<file path="config.mk">
export PLATFORM = sky130hd
export DESIGN_NAME = load_register_flat
export DESIGN_NICKNAME = d
export VERILOG_FILES = /design/src/rtl/load_register_pkg.sv /design/src/rtl/load_register_if.sv /design/src/rtl/load_register.sv /design/src/flat_wrapper.sv
export SDC_FILE = /design/constraint.sdc
export NUM_CORES = 1
export LEC_CHECK = 0
export BUFFER_PORTS_ARGS = -buffer_cell sky130_fd_sc_hd__buf_4
export CAP_MARGIN = 30
export CORE_AREA = 2 2 58 60
export CTS_CLUSTER_SIZE = 10
export DETAILED_ROUTE_END_ITERATION = 7
export DIE_AREA = 0 0 60 62
export PLACE_DENSITY = 0.77
export RECOVER_POWER = 25
export REMOVE_ABC_BUFFERS = 1
export SETUP_SLACK_MARGIN = 0.1
export SLEW_MARGIN = 30
export SYNTH_ARGS = -nofsm -noshare
export SYNTH_HDL_FRONTEND = slang
export SYNTH_SLANG_ARGS = --single-unit
</file>
<file path="constraint.sdc">
create_clock -name clk -period 1.6 [get_ports clk]
set_input_delay 0.16 -clock clk [delete_from_list [all_inputs] [get_ports clk]]
set_output_delay 0.16 -clock clk [all_outputs]
set_load 0.01 [all_outputs]
</file>
<file path="src/rtl/load_register_pkg.sv">
// Shared CPU-wide constants used to size and reset architectural registers.
package load_register_pkg;

  // Architectural register width.
  localparam int unsigned XLEN = 32;

  typedef logic [XLEN-1:0] xword_t;

  // Reset contents of every architectural register.
  localparam xword_t REG_ZERO = 32'h0000_0000;

endpackage

</file>
<file path="src/rtl/load_register_if.sv">
// Write/read bundle for one register: shared write data, per-register load, stored value.
interface load_register_if
  import load_register_pkg::*;
#(
  parameter int unsigned WIDTH = XLEN
);

  logic [WIDTH-1:0] in;
  logic             load;
  logic [WIDTH-1:0] out;

  // Driven by the register file write port; observes the stored value.
  modport master (
    output in,
    output load,
    input  out
  );

  // The register itself.
  modport slave (
    input  in,
    input  load,
    output out
  );

endinterface

</file>
<file path="src/rtl/load_register.sv">
// Single architectural register: synchronous load, asynchronous active-low clear.
// out comes straight from the flops, so there is no combinational path from in.
module load_register
  import load_register_pkg::*;
#(
  parameter int unsigned      WIDTH       = XLEN,
  parameter logic [WIDTH-1:0] RESET_VALUE = {WIDTH{1'b0}}
) (
  input logic                  clk,
  input logic                  reset,  // active low
  load_register_if.slave       bus
);

  // Capture in when load is high; reset wins over load and clk at all times.
  always_ff @(posedge clk or negedge reset) begin
    if (!reset) begin
      bus.out <= RESET_VALUE;
    end else if (bus.load) begin
      bus.out <= bus.in;
    end
  end

endmodule

</file>
<file path="src/flat_wrapper.sv">
// flat-port wrapper written by rule: the top's interface ports become plain ports
module load_register_flat import load_register_pkg::*;
#(
  parameter int unsigned      WIDTH       = XLEN,
  parameter logic [WIDTH-1:0] RESET_VALUE = {WIDTH{1'b0}}
)
  (clk, reset, bus_in, bus_load, bus_out);
  load_register_if #(.WIDTH(WIDTH)) bus_i ();
  input logic clk;
  input logic reset;
  input wire logic [$bits(bus_i.in)-1:0] bus_in;
  input wire logic [$bits(bus_i.load)-1:0] bus_load;
  output wire logic [$bits(bus_i.out)-1:0] bus_out;
  assign bus_i.in = bus_in;
  assign bus_i.load = bus_load;
  assign bus_out = bus_i.out;
  load_register #(.WIDTH(WIDTH), .RESET_VALUE(RESET_VALUE)) u_core (.clk(clk), .reset(reset), .bus(bus_i));
endmodule
</file>
==> impl_results.md, run 1 <==
- Crit-path slowest cell: dfrtp_1
- Gr usage total: 0.141
- Placer Congestion: 0.661
- Outcome: complete, no violations
- Clock Tree Root: clkbuf_4
- Number of flip-flops in the largest register: 32
- Final hold violation count: 0
- Worst rel slew slack: 0.494
- Ys Warns: 0
- Die Y: 62 um
- Die X: 60 um
- Via density: 4.46
- Grt ovf: 0
- CP Launch Type: register
- # clock sinks: 32
- Endpoint type of the worst setup path: output port
- Yosys top cell area share: 0.595
- Overall power: a little over 2000 uW
- Max Fclk: 967 MHz
- Pin count of the biggest net entering global routing: 33
- Fillers: 255
- Placed cell areas: about 1800 um2
- Vias in the first global route: 783
- Cell area after layout: 1930 um2
- TNS Setup: 0 ps
- CP Class: reg -> out
- CP Data Arrival Time: 870 ps
- Area leader, netlist: dfrtp_1
- H-tree Lvls: 2
- Static Leak: 0.00100 uW
- Critical Path RT: around 1400 ps
- Die area: 3720 um2
- Clk_skew: 0 ps
- Core area: 3180 um2
- Initial Util: 0.423
- Max-cap violations: 0
- I/O Pins: 67
- CP top delay family: flip-flops
- DRT Pass-1 Iters: 2
- Initial antenna violation count: 0
- Worst path cell trace: buf_4
- Final WL: around 2500 um
- Period utilisation layout: 0.646
- CTS Buf Count: 5
- Drt drc: 0
- Largest Register: u_core.bus.out
- Synth Instances: 68
- Final ANT Viol Nets: 0
- Most common cell after layout, fill and taps aside: buf_4
- CTS tree: yes
- Largest stage delay on the critical path: 400 ps
- Antenna diode instance count: 0
- Yosys cell types: 5
- Crit-path max FO: 2
- Slew @ Worst Pin: 758 ps
- Synth Register Bits: 32
- Sequential fraction of the synthesis area: 0.595
- Tmin final: 1030 ps
- Most frequent cells in the layout: 65 x buf_4, 32 x dfrtp_1, 30 x mux2_4, 5 x clkbuf_4
- Fin util: 0.607
- Buf+Inv Stages, Crit Path: 1
- Hold_ws: 58.0 ps
- Max clock buf depth: 2
- Routed len/inst: 13.5 um
- Peak supply drop: between 0.5 and 0.6 mV
- Final setup viols: 0
- Power Dens Cells: 1040 nW/um2
- RSZ-0062 raised after global routing: false
- Top flop regs: u_core.bus.out: 32 flops
- Layout cells sized above 1: 0.763
- Global-route wire length before repair: ~3600 um
- Clk_lat worst skew: 310 ps
- CTS resizes: 0
- Final Max Slew Viols: 0
- Dpl hpwl: 1790 um
- Mean Syn Cell Area: roughly 20 um2
- Drt initial violations: 30
- Syn Std Cell Area: 1350 um2
- IO buf count: 66
- Worst hold path type: in -> reg
- Area Overhead vs Synth: 43.4%
- Ranking of synthesized cells by area: dfrtp_1 60%, mux2_4 33%, buf_12 4.5%
- Via count: 826
- Nets: 173
- Clk slew on worst S/H paths: approximately 100 ps
- Cell Rows: 21
-- routing by layer --
layer	GRT usage	wire length [um]
met1	0.177	1060
met2	0.207	1130
met3	0.0849	285
met4	0.0381	19
met5	0	0
-- cell usage after synthesis (all sizes together) --
cell	n
dfrtp	32
buf	4
mux2	32
-- worst paths after layout --
kind,slack (ps),end,depth (start not counted),from
min in group asynchronous,430,u_core.bus.out[10],2,reset
min reg2reg,520,u_core.bus.out[0],1,u_core.bus.out[0]
max reg2reg,830,u_core.bus.out[25],1,u_core.bus.out[25]
min,60,u_core.bus.out[1],2,bus_in[1]
max in group asynchronous,680,u_core.bus.out[25],2,reset
max,570,bus_out[27],1,u_core.bus.out[27]
-- final cells by class --
| type | count | area [um2] | share of cell area |
|---|---|---|---|
| sequential | 32 | 801 | 0.415 |
| timing repair buffer | 67 | 503 | 0.261 |
| multi-input combinational | 32 | 473 | 0.245 |
| clock buffer | 7 | 65.1 | 0.0337 |
| tap | 46 | 57.6 | 0.0298 |
| clock inverter | 1 | 30.0 | 0.0156 |
-- timing repair --
action,4_1_cts,5_1_grt
hold endpoints to repair,32,0
hold buffers,1,0
setup endpoints to repair,0,0
setup buffers,0,0
-- report_power, final --
group | internal [uW] | switching, uW | total [uW]
logic | 266 | 140 | 405
clock network | 415 | 258 | 673
registers | 889 | 47.1 | 936
-- through the flow --
step | worst slack, ps | instances
6_report | 566 | 185
2_1_floorplan | 821 | 64
3_3_place_gp | 472 | 176
3_5_place_dp | 449 | 176
4_1_cts | 548 | 185
5_1_grt | 501 | 185
-- kinds of logic after synthesis --
logic type             synth area share
muxes                             0.352
DFF                               0.595
buffers and inverters            0.0530
(Power assumes the default switching activity.)
==> inputs of run 2 (changes only) <==
- ABC_AREA: not set -> 1
- CORE_AREA: 2 2 58 60 -> 2 2 60 62
- DIE_AREA: 0 0 60 62 -> 0 0 62 64
- PLACE_DENSITY: 0.77 -> 0.73
- clock period: 1.6 -> 0.85 ns (I/O delays scaled with it)
==> impl_results.md, run 2 <==
- Drt initial violations: 91 (was 30)
- Largest stage delay on the critical path: 430 ps (was 400 ps)
- CP Class: reg -> out (unchanged)
- CTS Buf Count: 5 (unchanged)
- CP top delay family: flip-flops (unchanged)
- Cell Rows: 21 (unchanged)
- Peak supply drop: 1.10 mV (was 0.519 mV)
- I/O Pins: 67 (unchanged)
- CP Launch Type: register (unchanged)
- Die Y: 64 um (was 62 um)
- Reg-to-Reg Start: u_core.bus.out[9] (was u_core.bus.out[25])
- Slew @ Worst Pin: 417 ps (was 758 ps)
- CP Data Arrival Time: 900 ps (was 870 ps)
- Final setup viols: 32 (was 0)
- Endpoint type of the worst setup path: output port (unchanged)
- TNS Setup: -3110 ps (was 0 ps)
- Ranking of synthesized cells by area: dfrtp_1 62%, nand2_1 25%, nand2_2 4.8% (was dfrtp_1 60%, mux2_4 33%, buf_12 4.5%)
- Area Overhead vs Synth: 90.3% (was 43.4%)
- Yosys cell types: 7 (was 5)
- Cell area after layout: 2460 um2 (was 1930 um2)
- Tmin final: between 900 and 1000 ps
- Crit-path slowest cell: dfrtp_1 (unchanged)
- Post-synth EDFFs: 0 (unchanged)
- Failing checks: setup timing
- Die X: 62 um (was 60 um)
- Final WL: 4550 um (was 2500 um)
- Worst hold path type: in -> reg (unchanged)
- Pin count of the biggest net entering global routing: 33 (unchanged)
- Routed len/inst: 15.1 um (was 13.5 um)
- Ys Warns: 0 (unchanged)
- Worst rel slew slack: 0.722 (was 0.494)
- Critical Path RT: 760 ps (was 1440 ps)
- Min-delay src: bus_load (was bus_in[1])
- Synth cell count leaders: 86 x nand2_1, 32 x dfrtp_1, 10 x nand2_2, 3 x buf_6, 3 x clkbuf_8 (was 32 x dfrtp_1, 30 x mux2_4, 3 x buf_12, 2 x mux2_2, 1 x buf_6)
- Drt drc: 0 (unchanged)
- Ys flop type: dfrtp_1 (unchanged)
- Crit-path max FO: 2 (unchanged)
- DRT Pass-1 Iters: 4 (was 2)
- Sequential fraction of the synthesis area: 0.620 (was 0.595)
- Synth Register Bits: 32 (unchanged)
- Outcome: finished with violations (was complete, no violations)
- Clk slew on worst S/H paths: 110 ps (was 100 ps)
- Max-cap violations: 0 (unchanged)
- RSZ-0062 raised after global routing: true (was false)
- Async set-reset flop share out of synthesis: 1.00 (unchanged)
- # clock sinks: 32 (unchanged)
- Global-route wire length before repair: 6090 um (was 3640 um)
- Grt ovf: 0 (unchanged)
- Antenna diode instance count: 0 (unchanged)
- CTS tree: yes (unchanged)
- Core area: 3280 um2 (was 3180 um2)
- Syn Std Cell Area: 1290 um2 (was 1350 um2)
- Layout cells sized above 1: 0.447 (was 0.763)
- Vias in the first global route: 1338 (was 783)
- Most common cell after layout, fill and taps aside: nand2_1 (was buf_4)
- Clk_skew: 0 ps (unchanged)
- Clk_lat worst skew: 330 ps (was 310 ps)
- Yosys top cell area share: 0.620 (was 0.595)
- IO buf count: 66 (unchanged)
- Area leader, netlist: dfrtp_1 (unchanged)
- Final ANT Viol Nets: 0 (unchanged)
- Buf+Inv Stages, Crit Path: 1 (unchanged)
- Dpl hpwl: 2040 um (was 1790 um)
- Final hold violation count: 0 (unchanged)
- Max clock buf depth: 2 (unchanged)
- Worst setup slack after layout: -135 ps (was 566 ps)
- Final Max Slew Viols: 0 (unchanged)
- Overall power: 3710 uW (was 2010 uW)
- Period utilisation layout: 1.16
- Largest Register: u_core.bus.out (unchanged)
- Hold_ws: 131 ps (was 58.0 ps)
- Top flop regs: u_core.bus.out: 32 flops (unchanged)
- Placer Congestion: 0.739 (was 0.661)
- Initial antenna violation count: 0 (unchanged)
- Gr usage total: 0.207 (was 0.141)
- H-tree Lvls: 2 (unchanged)
- Clock Tree Root: clkbuf_4 (unchanged)
- Static Leak: 0.00132 uW (was 0.00100 uW)
- Power Dens Cells: 1510 nW/um2 (was 1040 nW/um2)
- Initial Util: 0.394 (was 0.423)
- Nets: 289 (was 173)
- Max Fclk: approximately 1000 MHz
- Number of flip-flops in the largest register: 32 (unchanged)
- Critical path launch point: u_core.bus.out[9] (was u_core.bus.out[27])
- Placed cell areas: 1770 um2 (was 1830 um2)
- Via density: 4.46 (about the same)
- Die area: 3970 um2 (was 3720 um2)
- Mean Syn Cell Area: 9.50 um2 (was 19.8 um2)
- Most common cell in the netlist: nand2_1 (was dfrtp_1)
- Synth Instances: 136 (was 68)
- Via count: 1343 (was 826)
- Worst path cell trace: buf_6 (was buf_4)
- Most frequent cells in the layout: 76 x nand2_1, 44 x buf_4, 40 x buf_6, 33 x dlygate4sd3_1, 32 x dfrtp_1 (was 65 x buf_4, 32 x dfrtp_1, 30 x mux2_4, 5 x clkbuf_4)
[run 2: stage by stage]
step | util | setup slack, ps | std cells
5_1_grt | 0.749 | -152 | 301
4_1_cts | 0.721 | -118 | 296
6_report | 0.749 | -135 | 301
3_3_place_gp | 0.538 | 89.9 | 243
2_1_floorplan | - | 228 | 129
3_5_place_dp | 0.538 | 71.4 | 243
[run 2: final cells by class]
class	instances	area, um2
timing repair buffer	118	1120
fill	207	825
sequential	32	801
multi-input combinational	96	410
tap	46	57.6
clock buffer	6	51.3
inverter	1	11.3
clock inverter	2	10.0
[run 2: layer usage]
layer	GRT usage	wire, um
met1	0.250	1860
met2	0.355	2270
met3	0.0648	316
met4	0.0372	106
met5	0	0
[run 2: worst reg2reg max path: stages, from the launching register on]
cell and delay (ps):
dfrtp_1 430, buf_4 150, nand2_2 80, nand2_2 50
[run 2: timing repair]
item                                   CTS  global route
resized for setup                       32            18
pin swaps                                1             9
endpoints found under the hold margin   64             0
hold buffers                            33             0
setup endpoints to repair               32            44
setup buffers                           12             8
[run 2: path summary, 6_finish.rpt]
check | endpoint | slack [ps] | depth (start not counted)
worst max-delay path | bus_out[9] | -130 | 1
worst min-delay path | u_core.bus.out[4] | 130 | 3
worst max register to register | u_core.bus.out[9] | 40 | 3
worst min register to register | u_core.bus.out[26] | 500 | 2
max in group asynchronous | u_core.bus.out[17] | 270 | 2
min in group asynchronous | u_core.bus.out[0] | 260 | 2
[run 2: power by group]
part / internal [uW] / leakage, uW / switching, uW
sequential: 1660 / 0.000390 / 120
clock: 393 / 0.0000380 / 510
combinational: 622 / 0.000888 / 406
total: 2670 / 0.00132 / 1040
[run 2: cell families after synthesis]
family,Yosys count,share of synthesized area
flip-flops,32,0.620
AND/OR/NAND/NOR,96,0.298
buffers and inverters,8,0.0823
==> inputs of run 3 (changes only) <==
- CORE_AREA: 2 2 60 62 -> 2 2 69 71
- DIE_AREA: 0 0 62 64 -> 0 0 71 73
- PLACE_DENSITY: 0.73 -> not set
==> impl_results.md, run 3 (same netlist as run 2, synthesis figures left out) <==
- Drt drc: 0 (unchanged)
- Fillers: 442 (was 207)
- Int Power: 2890 uW (was 2670 uW)
- Final Max Slew Viols: 0 (unchanged)
- Cell Rows: 25 (was 21)
- Worst rel slew slack: 0.705 (was 0.722)
- Placer Congestion: 0.697 (was 0.739)
- Die X: 71 um (was 62 um)
- IO buf count: 66 (unchanged)
- Nets: 270 (was 289)
- Core area: 4540 um2 (was 3280 um2)
- Routed len/inst: 10.6 um (was 15.1 um)
- Crit-path slowest cell: dfrtp_1 (unchanged)
- Max-cap violations: 0 (unchanged)
- Static Leak: 0.00125 uW (was 0.00132 uW)
- Dpl hpwl: 1970 um (was 2040 um)
- Hold_ws: 7.44 ps (was 131 ps)
- RSZ-0062 raised after global routing: true (unchanged)
- I/O Pins: 67 (unchanged)
- Reg power frac: 0.458 (was 0.479)
- Period utilisation layout: 1.05 (was 1.16)
- Slew @ Worst Pin: 443 ps (was 417 ps)
- Failing checks: setup timing (unchanged)
- Tmin final: 891 ps (was 985 ps)
- Drt initial violations: 94 (was 91)
- Peak supply drop: 0.815 mV (was 1.10 mV)
- CP Data Arrival Time: 810 ps (was 900 ps)
- Max Fclk: 1120 MHz (was 1020 MHz)
- Worst setup slack after layout: -40.9 ps (was -135 ps)
- CP top delay family: flip-flops (unchanged)
- Die Y: 73 um (was 64 um)
- Die area: 5180 um2 (was 3970 um2)
- Final setup viols: 32 (unchanged)
- # clock sinks: 32 (unchanged)
- Outcome: finished with violations (unchanged)
- Layout cells sized above 1: 0.470 (was 0.447)
- Final hold violation count: 0 (unchanged)
- Via density: 4.11 (was 4.46)
- Most common cell after layout, fill and taps aside: nand2_1 (unchanged)
- CTS tree: yes (unchanged)
- Worst hold path type: in -> reg (unchanged)
- Grt ovf: 0 (unchanged)
- Number of flip-flops in the largest register: 32 (unchanged)
- Buf+Inv Stages, Crit Path: 1 (unchanged)
- Clk slew on worst S/H paths: 60 ps (was 110 ps)
- Power Dens Cells: 1680 nW/um2 (was 1510 nW/um2)
- Gr usage total: 0.125 (was 0.207)
- Clock share of power: 0.305 (was 0.244)
- Max clock buf depth: 2 (unchanged)
- Clk_lat worst skew: 270 ps (was 330 ps)
- CP Class: reg -> out (unchanged)
- Initial Util: 0.285 (was 0.394)
- Crit-path max FO: 2 (unchanged)
- Initial antenna violation count: 0 (unchanged)
- Critical Path RT: 760 ps (about the same)
- Clk_skew: 0 ps (unchanged)
- Largest stage delay on the critical path: 400 ps (was 430 ps)
- Worst path cell trace: buf_6 (unchanged)
- Via count: 1191 (was 1343)
- Top flop regs: u_core.bus.out: 32 flops (unchanged)
- Switching power share of the total: 0.248 (was 0.280)
- Endpoint type of the worst setup path: output port (unchanged)
- Pin count of the biggest net entering global routing: 33 (unchanged)
- Most frequent cells in the layout: 81 x nand2_1, 47 x buf_4, 41 x buf_6, 32 x dfrtp_1, 15 x nand2_2 (was 76 x nand2_1, 44 x buf_4, 40 x buf_6, 33 x dlygate4sd3_1, 32 x dfrtp_1)
- CP Launch Type: register (unchanged)
- TNS Setup: -863 ps (was -3110 ps)
- Final ANT Viol Nets: 0 (unchanged)
- H-tree Lvls: 2 (unchanged)
- Switching power: 954 uW (was 1040 uW)
- Clock Tree Root: clkbuf_8 (was clkbuf_4)
- Largest Register: u_core.bus.out (unchanged)
- Final WL: 3070 um (was 4550 um)
- Antenna diode instance count: 0 (unchanged)
- DRT Pass-1 Iters: 3 (was 4)
- CTS Buf Count: 5 (unchanged)
- Global-route wire length before repair: 4950 um (was 6090 um)
- Vias in the first global route: 1114 (was 1338)
- Comb pwr share: 0.237 (was 0.277)
- Area Overhead vs Synth: 77.2% (was 90.3%)
run 3: final timing paths:
kind                                         start            endpoint  slack (ps)  cells past startpoint
worst min register to register   u_core.bus.out[9]   u_core.bus.out[9]         500                      2
worst max register to register  u_core.bus.out[10]  u_core.bus.out[10]          10                      4
min in group asynchronous                    reset  u_core.bus.out[26]         320                      2
worst min-delay path                     bus_in[5]   u_core.bus.out[5]           7                      3
max in group asynchronous                    reset  u_core.bus.out[29]         220                      2
worst max-delay path            u_core.bus.out[13]         bus_out[13]         -40                      1
run 3: cell type report:
type	count	area (um2)	share of cell area
sequential	32	801	0.350
tap	54	67.6	0.0295
timing repair buffer	99	922	0.403
clock buffer	8	90.1	0.0393
inverter	1	11.3	0.00492
multi-input combinational	96	398	0.174
run 3: power by group through the flow:
| stage | clock, uW | sequential (uW) | combinational, uW |
|---|---|---|---|
| after floorplan | 0 | 1830 | 145 |
| after global placement | 0 | 1770 | 622 |
| after detailed placement | 0 | 1770 | 633 |
| after CTS | 1220 | 1760 | 844 |
| after global routing | 1300 | 1780 | 996 |
| final | 1170 | 1760 | 910 |
run 3: worst min-delay path, cell delays in order:
cell and delay, ps:
buf_4 80, nand2_1 40, nand2_1 50
run 3: what timing repair did:
item	CTS	global route
pin swaps	0	5
setup buffers	16	8
endpoints found under the setup margin	32	46
hold buffers	7	3
resized for setup	32	14
hold endpoints to repair	38	3
run 3: layer usage:
metal | vias to the layer above | wire length, um | global-route usage
li1 | 600 | - | -
met1 | 552 | 1290 | 0.146
met2 | 35 | 1560 | 0.204
met3 | 4 | 196 | 0.0594
met4 | 0 | 25 | 0.0440
met5 | - | 0 | 0
run 3: per-stage QoR:
stage,setup slack [ps],utilization,power [uW],instances,instance area [um2]
global route,-79.4,0.505,4080,290,2290
floorplan,228,-,1970,129,1200
global placement,40.1,0.390,2390,250,1770
detailed placement,9.61,0.390,2400,250,1770
CTS,-67.7,0.478,3830,281,2170
finish,-40.9,0.505,3840,290,2290
